<file path="config.mk">
export PLATFORM = sky130hd
export DESIGN_NAME = alu_share_arb
export DESIGN_NICKNAME = d
export VERILOG_FILES = /design/src/rtl/alu_pkg.sv /design/src/rtl/alu_rr_pick.sv /design/src/rtl/myALU.sv /design/src/rtl/alu_share_arb.sv
export SDC_FILE = /design/constraint.sdc
export NUM_CORES = 1
export LEC_CHECK = 0
export ABC_AREA = 1
export BUFFER_PORTS_ARGS = -buffer_cell sky130_fd_sc_hd__buf_2
export CAP_MARGIN = 15
export CORE_ASPECT_RATIO = 1.2
export CORE_MARGIN = 3
export CORE_UTILIZATION = 40
export CTS_BUF_LIST = sky130_fd_sc_hd__clkbuf_16
export DETAILED_ROUTE_END_ITERATION = 7
export PLACE_DENSITY_LB_ADDON = 0.08
export SKIP_LAST_GASP = 1
export SYNTH_ARGS = -nofsm -noshare
export SYNTH_HDL_FRONTEND = slang
export SYNTH_SLANG_ARGS = --single-unit
</file>
<file path="constraint.sdc">
create_clock -name clk -period 2.7 [get_ports clk]
set_clock_uncertainty 0.1 [all_clocks]
set_input_delay 0.54 -clock clk [delete_from_list [all_inputs] [get_ports clk]]
set_output_delay 0.54 -clock clk [all_outputs]
set_load 0.005 [all_outputs]
</file>
<file path="src/rtl/alu_pkg.sv">
// Shared definitions for the shared-ALU arbiter: data width, ALU opcodes,
// sequencer states and an opcode legality helper.
package alu_pkg;

  localparam int DATA_W = 32;
  localparam int OP_W   = 4;
  localparam int SHAMT_W = 5;

  localparam logic [OP_W-1:0] ALU_ADD = 4'd0;
  localparam logic [OP_W-1:0] ALU_SUB = 4'd1;
  localparam logic [OP_W-1:0] ALU_AND = 4'd2;
  localparam logic [OP_W-1:0] ALU_OR  = 4'd3;
  localparam logic [OP_W-1:0] ALU_SLL = 4'd4;
  localparam logic [OP_W-1:0] ALU_SRL = 4'd5;
  localparam logic [OP_W-1:0] ALU_SRA = 4'd6;
  localparam logic [OP_W-1:0] ALU_SGT = 4'd7;
  localparam logic [OP_W-1:0] ALU_SLT = 4'd8;
  localparam logic [OP_W-1:0] ALU_OP_LAST = ALU_SLT;

  typedef enum logic [1:0] {
    IDLE = 2'd0,
    EXEC = 2'd1,
    RESP = 2'd2
  } arb_state_t;

  function automatic logic is_legal_op(input logic [OP_W-1:0] op);
    return (op <= ALU_OP_LAST);
  endfunction

endpackage

</file>
<file path="src/rtl/alu_rr_pick.sv">
// Combinational round-robin picker: first set request searching upward from
// ptr with wrap-around; returns a one-hot grant and its index.
module alu_rr_pick #(
  parameter int N_REQ = 2,
  parameter int PTR_W = (N_REQ > 1) ? $clog2(N_REQ) : 1
) (
  input  logic [N_REQ-1:0] req,
  input  logic [PTR_W-1:0] ptr,
  output logic [N_REQ-1:0] grant,
  output logic [PTR_W-1:0] grant_idx,
  output logic             any
);

  logic [PTR_W:0]   sum;
  logic [PTR_W-1:0] idx;

  always_comb begin
    grant     = '0;
    grant_idx = '0;
    any       = 1'b0;
    sum       = '0;
    idx       = '0;
    for (int k = 0; k < N_REQ; k++) begin
      // ptr and k are both below N_REQ, so one conditional subtract wraps.
      sum = {1'b0, ptr} + (PTR_W+1)'(k);
      if (sum >= (PTR_W+1)'(N_REQ))
        sum = sum - (PTR_W+1)'(N_REQ);
      idx = sum[PTR_W-1:0];
      if (!any && req[idx]) begin
        any        = 1'b1;
        grant[idx] = 1'b1;
        grant_idx  = idx;
      end
    end
  end

endmodule

</file>
<file path="src/rtl/myALU.sv">
// Single-cycle combinational 32-bit ALU shared by the arbiter.
// Overflow is signed overflow for add/sub only; zero flags an all-zero result.
module myALU
  import alu_pkg::*;
(
  input  logic [DATA_W-1:0]  a,
  input  logic [DATA_W-1:0]  b,
  input  logic [OP_W-1:0]    op,
  input  logic [SHAMT_W-1:0] shamt,
  output logic [DATA_W-1:0]  result,
  output logic               overflow,
  output logic               zero
);

  logic [DATA_W-1:0] sum;
  logic [DATA_W-1:0] diff;

  assign sum  = a + b;
  assign diff = a - b;

  always_comb begin
    result   = '0;
    overflow = 1'b0;
    case (op)
      ALU_ADD: begin
        result   = sum;
        overflow = (a[DATA_W-1] == b[DATA_W-1]) && (sum[DATA_W-1] != a[DATA_W-1]);
      end
      ALU_SUB: begin
        result   = diff;
        overflow = (a[DATA_W-1] != b[DATA_W-1]) && (diff[DATA_W-1] != a[DATA_W-1]);
      end
      ALU_AND: result = a & b;
      ALU_OR:  result = a | b;
      ALU_SLL: result = a << shamt;
      ALU_SRL: result = a >> shamt;
      ALU_SRA: result = $unsigned($signed(a) >>> shamt);
      ALU_SGT: result = {{(DATA_W-1){1'b0}}, ($signed(a) > $signed(b))};
      ALU_SLT: result = {{(DATA_W-1){1'b0}}, ($signed(a) < $signed(b))};
      default: begin
        // Illegal opcodes are don't-care for the datapath.
        result   = 'x;
        overflow = 1'bx;
      end
    endcase
  end

  assign zero = (result == '0);

endmodule

</file>
<file path="src/rtl/alu_share_arb.sv">
// Round-robin sequencer sharing one myALU between N_REQ requesters.
// Optional ALU_ARB_OPCHECK_EN: illegal opcodes bypass the ALU and raise rsp_err.
module alu_share_arb
  import alu_pkg::*;
#(
  parameter int N_REQ = 2,
  parameter int PTR_W = (N_REQ > 1) ? $clog2(N_REQ) : 1
) (
  input  logic                       clk,
  input  logic                       rst_n,
  input  logic [N_REQ-1:0]           req_valid,
  output logic [N_REQ-1:0]           req_ready,
  input  logic [N_REQ*DATA_W-1:0]    req_a,
  input  logic [N_REQ*DATA_W-1:0]    req_b,
  input  logic [N_REQ*OP_W-1:0]      req_op,
  input  logic [N_REQ*SHAMT_W-1:0]   req_shamt,
  output logic [N_REQ-1:0]           rsp_valid,
  input  logic [N_REQ-1:0]           rsp_ready,
  output logic [DATA_W-1:0]          rsp_result,
  output logic                       rsp_overflow,
  output logic                       rsp_zero,
  output logic                       rsp_err
);

  arb_state_t state_reg, state_next;
  logic [PTR_W-1:0]   ptr_reg, owner_reg, ptr_wrap;
  logic [DATA_W-1:0]  a_reg, b_reg;
  logic [OP_W-1:0]    op_reg;
  logic [SHAMT_W-1:0] shamt_reg;
  logic [DATA_W-1:0]  result_reg;
  logic               overflow_reg, zero_reg, err_reg;

  logic [DATA_W-1:0]  a_arr     [N_REQ];
  logic [DATA_W-1:0]  b_arr     [N_REQ];
  logic [OP_W-1:0]    op_arr    [N_REQ];
  logic [SHAMT_W-1:0] shamt_arr [N_REQ];

  logic [N_REQ-1:0] pick_grant;
  logic [PTR_W-1:0] pick_idx;
  logic             pick_any;
  logic             accept, release_rsp;

  logic [DATA_W-1:0] alu_result, exec_result;
  logic              alu_overflow, alu_zero;
  logic              exec_overflow, exec_zero, exec_err;

  genvar gi;
  generate
    for (gi = 0; gi < N_REQ; gi++) begin : g_slice
      assign a_arr[gi]     = req_a[gi*DATA_W +: DATA_W];
      assign b_arr[gi]     = req_b[gi*DATA_W +: DATA_W];
      assign op_arr[gi]    = req_op[gi*OP_W +: OP_W];
      assign shamt_arr[gi] = req_shamt[gi*SHAMT_W +: SHAMT_W];
      assign rsp_valid[gi] = (state_reg == RESP) && (owner_reg == PTR_W'(gi));
    end
  endgenerate

  alu_rr_pick #(
    .N_REQ (N_REQ),
    .PTR_W (PTR_W)
  ) u_pick (
    .req       (req_valid),
    .ptr       (ptr_reg),
    .grant     (pick_grant),
    .grant_idx (pick_idx),
    .any       (pick_any)
  );

  myALU u_alu (
    .a        (a_reg),
    .b        (b_reg),
    .op       (op_reg),
    .shamt    (shamt_reg),
    .result   (alu_result),
    .overflow (alu_overflow),
    .zero     (alu_zero)
  );

`ifdef ALU_ARB_OPCHECK_EN
  logic op_illegal;
  assign op_illegal    = !is_legal_op(op_reg);
  assign exec_result   = op_illegal ? '0 : alu_result;
  assign exec_overflow = op_illegal ? 1'b0 : alu_overflow;
  assign exec_zero     = op_illegal ? 1'b1 : alu_zero;
  assign exec_err      = op_illegal;
`else
  assign exec_result   = alu_result;
  assign exec_overflow = alu_overflow;
  assign exec_zero     = alu_zero;
  assign exec_err      = 1'b0;
`endif

  // Next owner after the current one; collapses to constant 0 when N_REQ is 1.
  assign ptr_wrap = (owner_reg == PTR_W'(N_REQ-1)) ? '0 : owner_reg + 1'b1;

  always_comb begin
    state_next  = state_reg;
    req_ready   = '0;
    accept      = 1'b0;
    release_rsp = 1'b0;
    case (state_reg)
      IDLE: begin
        if (pick_any) begin
          req_ready  = pick_grant;
          accept     = 1'b1;
          state_next = EXEC;
        end
      end
      EXEC: state_next = RESP;
      RESP: begin
        if (rsp_ready[owner_reg]) begin
          release_rsp = 1'b1;
          state_next  = IDLE;
        end
      end
      default: state_next = IDLE;
    endcase
  end

  always_ff @(posedge clk or negedge rst_n) begin
    if (!rst_n) begin
      state_reg    <= IDLE;
      ptr_reg      <= '0;
      owner_reg    <= '0;
      a_reg        <= '0;
      b_reg        <= '0;
      op_reg       <= '0;
      shamt_reg    <= '0;
      result_reg   <= '0;
      overflow_reg <= 1'b0;
      zero_reg     <= 1'b0;
      err_reg      <= 1'b0;
    end else begin
      state_reg <= state_next;
      if (accept) begin
        a_reg     <= a_arr[pick_idx];
        b_reg     <= b_arr[pick_idx];
        op_reg    <= op_arr[pick_idx];
        shamt_reg <= shamt_arr[pick_idx];
        owner_reg <= pick_idx;
      end
      if (state_reg == EXEC) begin
        result_reg   <= exec_result;
        overflow_reg <= exec_overflow;
        zero_reg     <= exec_zero;
        err_reg      <= exec_err;
      end
      if (release_rsp)
        ptr_reg <= ptr_wrap;
    end
  end

  assign rsp_result   = result_reg;
  assign rsp_overflow = overflow_reg;
  assign rsp_zero     = zero_reg;
  assign rsp_err      = err_reg;

endmodule

</file>
==> impl_results.md <==
- Outcome: finished with violations
- Failing checks: negative setup slack
- WP data required: 2950 ps
- Clk_lat worst skew: approximately 420 ps
- CP max-delay cell: dfrtp_1
- TNS Setup: -103 ps
- First-pass GRT wire length: ~110,000 µm
- Max Clk Rate: ~360 MHz
- Gr usage total: 37.4%
- Initial Util: 40.7%
- Avg Cell Area, Syn: approximately 5.7 µm²
- Iter 0 DRT Violations: about 1.9k
- Global route overflow: 0
- DRT Pass-1 Iters: 7
- Slew Limit Fails: 0
- Post-route DRC: 0
- Hold/Removal Path Class: in2async
- Most common cell after layout, fill and taps aside: nand2_1
- Floorplan core area: 35,100 µm²
- Register Area: between 2000 and 3000 µm²
- Die width: between 150 and 200 µm
- Most frequent cells in the layout: 609 x nand2_1, 462 x buf_4, 392 x nand3_1
- Std cell rows: between 70 and 80
- Area Growth Syn to Fin: 44.4%
- Seq/Total Area, Yosys: between 10% and 20%
- Initial antenna violation count: 1
- Vias in the first global route: between 15k and 20k
- Hold_buf cts: 0
- Number of flops mapped to enable cells by yosys: 0
- Final wirelength: between 70,000 and 80,000 µm
- Crit path max fanout: 12
- Worst Tran Pin Value: around 750 ps
- Area of the multi-input gates: 11,100 µm²
- Startpoint types: flop
- CTS root buf: clkbuf_16
- Final hold vios: 0
- Nets: between 3k and 4k
- Setup Viol. Count Final: 3
- CTS Buffer Depth: 2
- Setup WS post-layout: -59.2 ps
- CP most frequent cell: buf_4
- Final Wtd Congestion: approximately 1.1
- Clk sinks: 111
- Maxcap violations: 0
- Ys async rst share: between 90% and 100%
- Post-synth top flop: dfrtp_1
- WHS: slightly below 40 ps
- Post-Syn Instances: between 2k and 2.5k
- Vias: between 15k and 20k
- Mapped Nets: roughly 2.7k
- CTS clk-pin slew, worst paths: around 90 ps
- Boundary pin count: ~190
- Drt via density: approximately 5.6
- RSZ-0062 raised after global routing: true
- Synth warnings: 0
- TritonCTS Buffers: 9
- Kind of critical path: reg2reg
- Register bit count reported by yosys: around 110
- Fraction of layout cells with a size suffix above 1: about 34%
- Tmin final: 2760 ps
- CP endpoint kind: flop
- Post-route clock period utilization: 102%
- Post-synth cell types: between 40 and 50
- Worst path max stage delay: roughly 410 ps
- H-tree depth: 3
- Fillers: 3,569
- # diodes: 0
- ANT nets after route: 0
- CP arrival: about 3000 ps
- Mapped Area: approximately 14,000 µm²
- DP HPWL: 60,000 µm
- Die area: approximately 38,000 µm²
- Largest net degree at the start of global routing: around 110
- Avg WL per Cell: between 20 and 25 µm
- Die Y: roughly 210 µm
- IO Port Bufs: ~190
- Crit path cell chain: buf_4, inv_8, buf_12, nand2_2, nand2_1, buf_4, nand4_1, buf_4, nor2_1, a211oi_2, buf_4, nand4_1, nor2_1, nand3_2, nor2_4, nand3_1, nand2_1
- Relative slew slack: about half
- CTS tree: yes
critical path: cells and delay by family (launching register included):
kind	cells	cell delay (ps)
flops	1	410
simple gates	10	1040
compound gates	1	290
buf+inv	6	850
logic make-up (layout without fill, tap and decap cells):
group	after synthesis	after routing	share of synthesized area [%]
flops	111	111	19.5
fa+ha+maj	98	98	8.69
simple gates	1487	1487	45.1
buf+inv	398	957	11.6
compound gates	387	387	15.0
other cells	1	1	0.0263
xor+xnor	2	2	0.123
per-stage QoR:
step	instance area (µm²)	setup slack, ps	utilization [%]	cells
floorplan	14300	235	-	2484
global placement	18800	-373	53.5	3459
detailed placement	18800	-355	53.5	3459
CTS	19700	-3.35	56.2	3486
global route	20600	-232	58.7	3505
finish	20600	-59.2	58.7	3505
repair_timing:
| action | in CTS | in global routing |
|---|---|---|
| gates resized for setup | 149 | 211 |
| setup buffers | 11 | 18 |
| gates cloned | 0 | 1 |
| pin swaps | 31 | 61 |
| endpoints found under the setup margin | 13 | 17 |
| hold endpoints to repair | 0 | 0 |
routing by layer:
metal,wire (µm),track usage (%),share of wire [%]
met5,13,0,0.018
met4,5820,24.7,8.0
met3,6090,6.58,8.4
met2,33100,60.5,45
met1,27800,45.3,38
final cells by class:
cell class | count | share of cell area, %
Tap cell | 462 | 2.80
Timing Repair Buffer | 673 | 23.4
Inverter | 268 | 4.94
Clock inverter | 7 | 0.437
Sequential cell | 111 | 13.5
Clock buffer | 9 | 1.09
Multi-Input combinational cell | 1975 | 53.8
worst paths after layout:
kind | start | cells after the start | slack (ps) | endpoint
max | shamt_reg[0]$_DFFE_PN0P_ | 17 | -60 | rsp_zero$_DFFE_PN0N_
min | rst_n | 2 | 40 | a_reg[3]$_DFFE_PN0P_
max reg2reg | shamt_reg[0]$_DFFE_PN0P_ | 17 | -60 | rsp_zero$_DFFE_PN0N_
min reg2reg | rsp_result[17]$_DFFE_PN0N_ | 2 | 380 | rsp_result[17]$_DFFE_PN0N_
max in group asynchronous | rst_n | 2 | 1780 | shamt_reg[1]$_DFFE_PN0P_
min in group clk | req_b[53] | 3 | 280 | b_reg[21]$_DFFE_PN0P_
synth_stat cells (3+ instances only):
cell type	instances	area (µm²)
a21o_1	3	22.5
a21oi_1	96	480
a31oi_1	4	25.0
and3_1	3	18.8
buf_1	5	18.8
buf_2	55	275
buf_4	9	67.6
buf_6	8	90.1
clkbuf_1	51	191
dfrtp_1	111	2780
ha_1	96	1200
inv_1	254	953
inv_2	11	41.3
nand2_1	678	2540
nand2_2	25	156
nand3_1	437	2190
nand3_2	6	60.1
nand3b_1	6	45.0
nand4_1	36	225
nor2_1	262	983
nor2_4	3	33.8
nor3_1	17	85.1
nor4_1	3	18.8
o211ai_1	12	90.1
o21a_1	4	30.0
o21ai_0	164	821
o21ai_1	5	25.0
o21bai_1	12	90.1
o22ai_1	81	507
or2_2	3	18.8
Power is not shown: default switching activity piles up to over one toggle a cycle in this logic, so the estimate is an artifact.
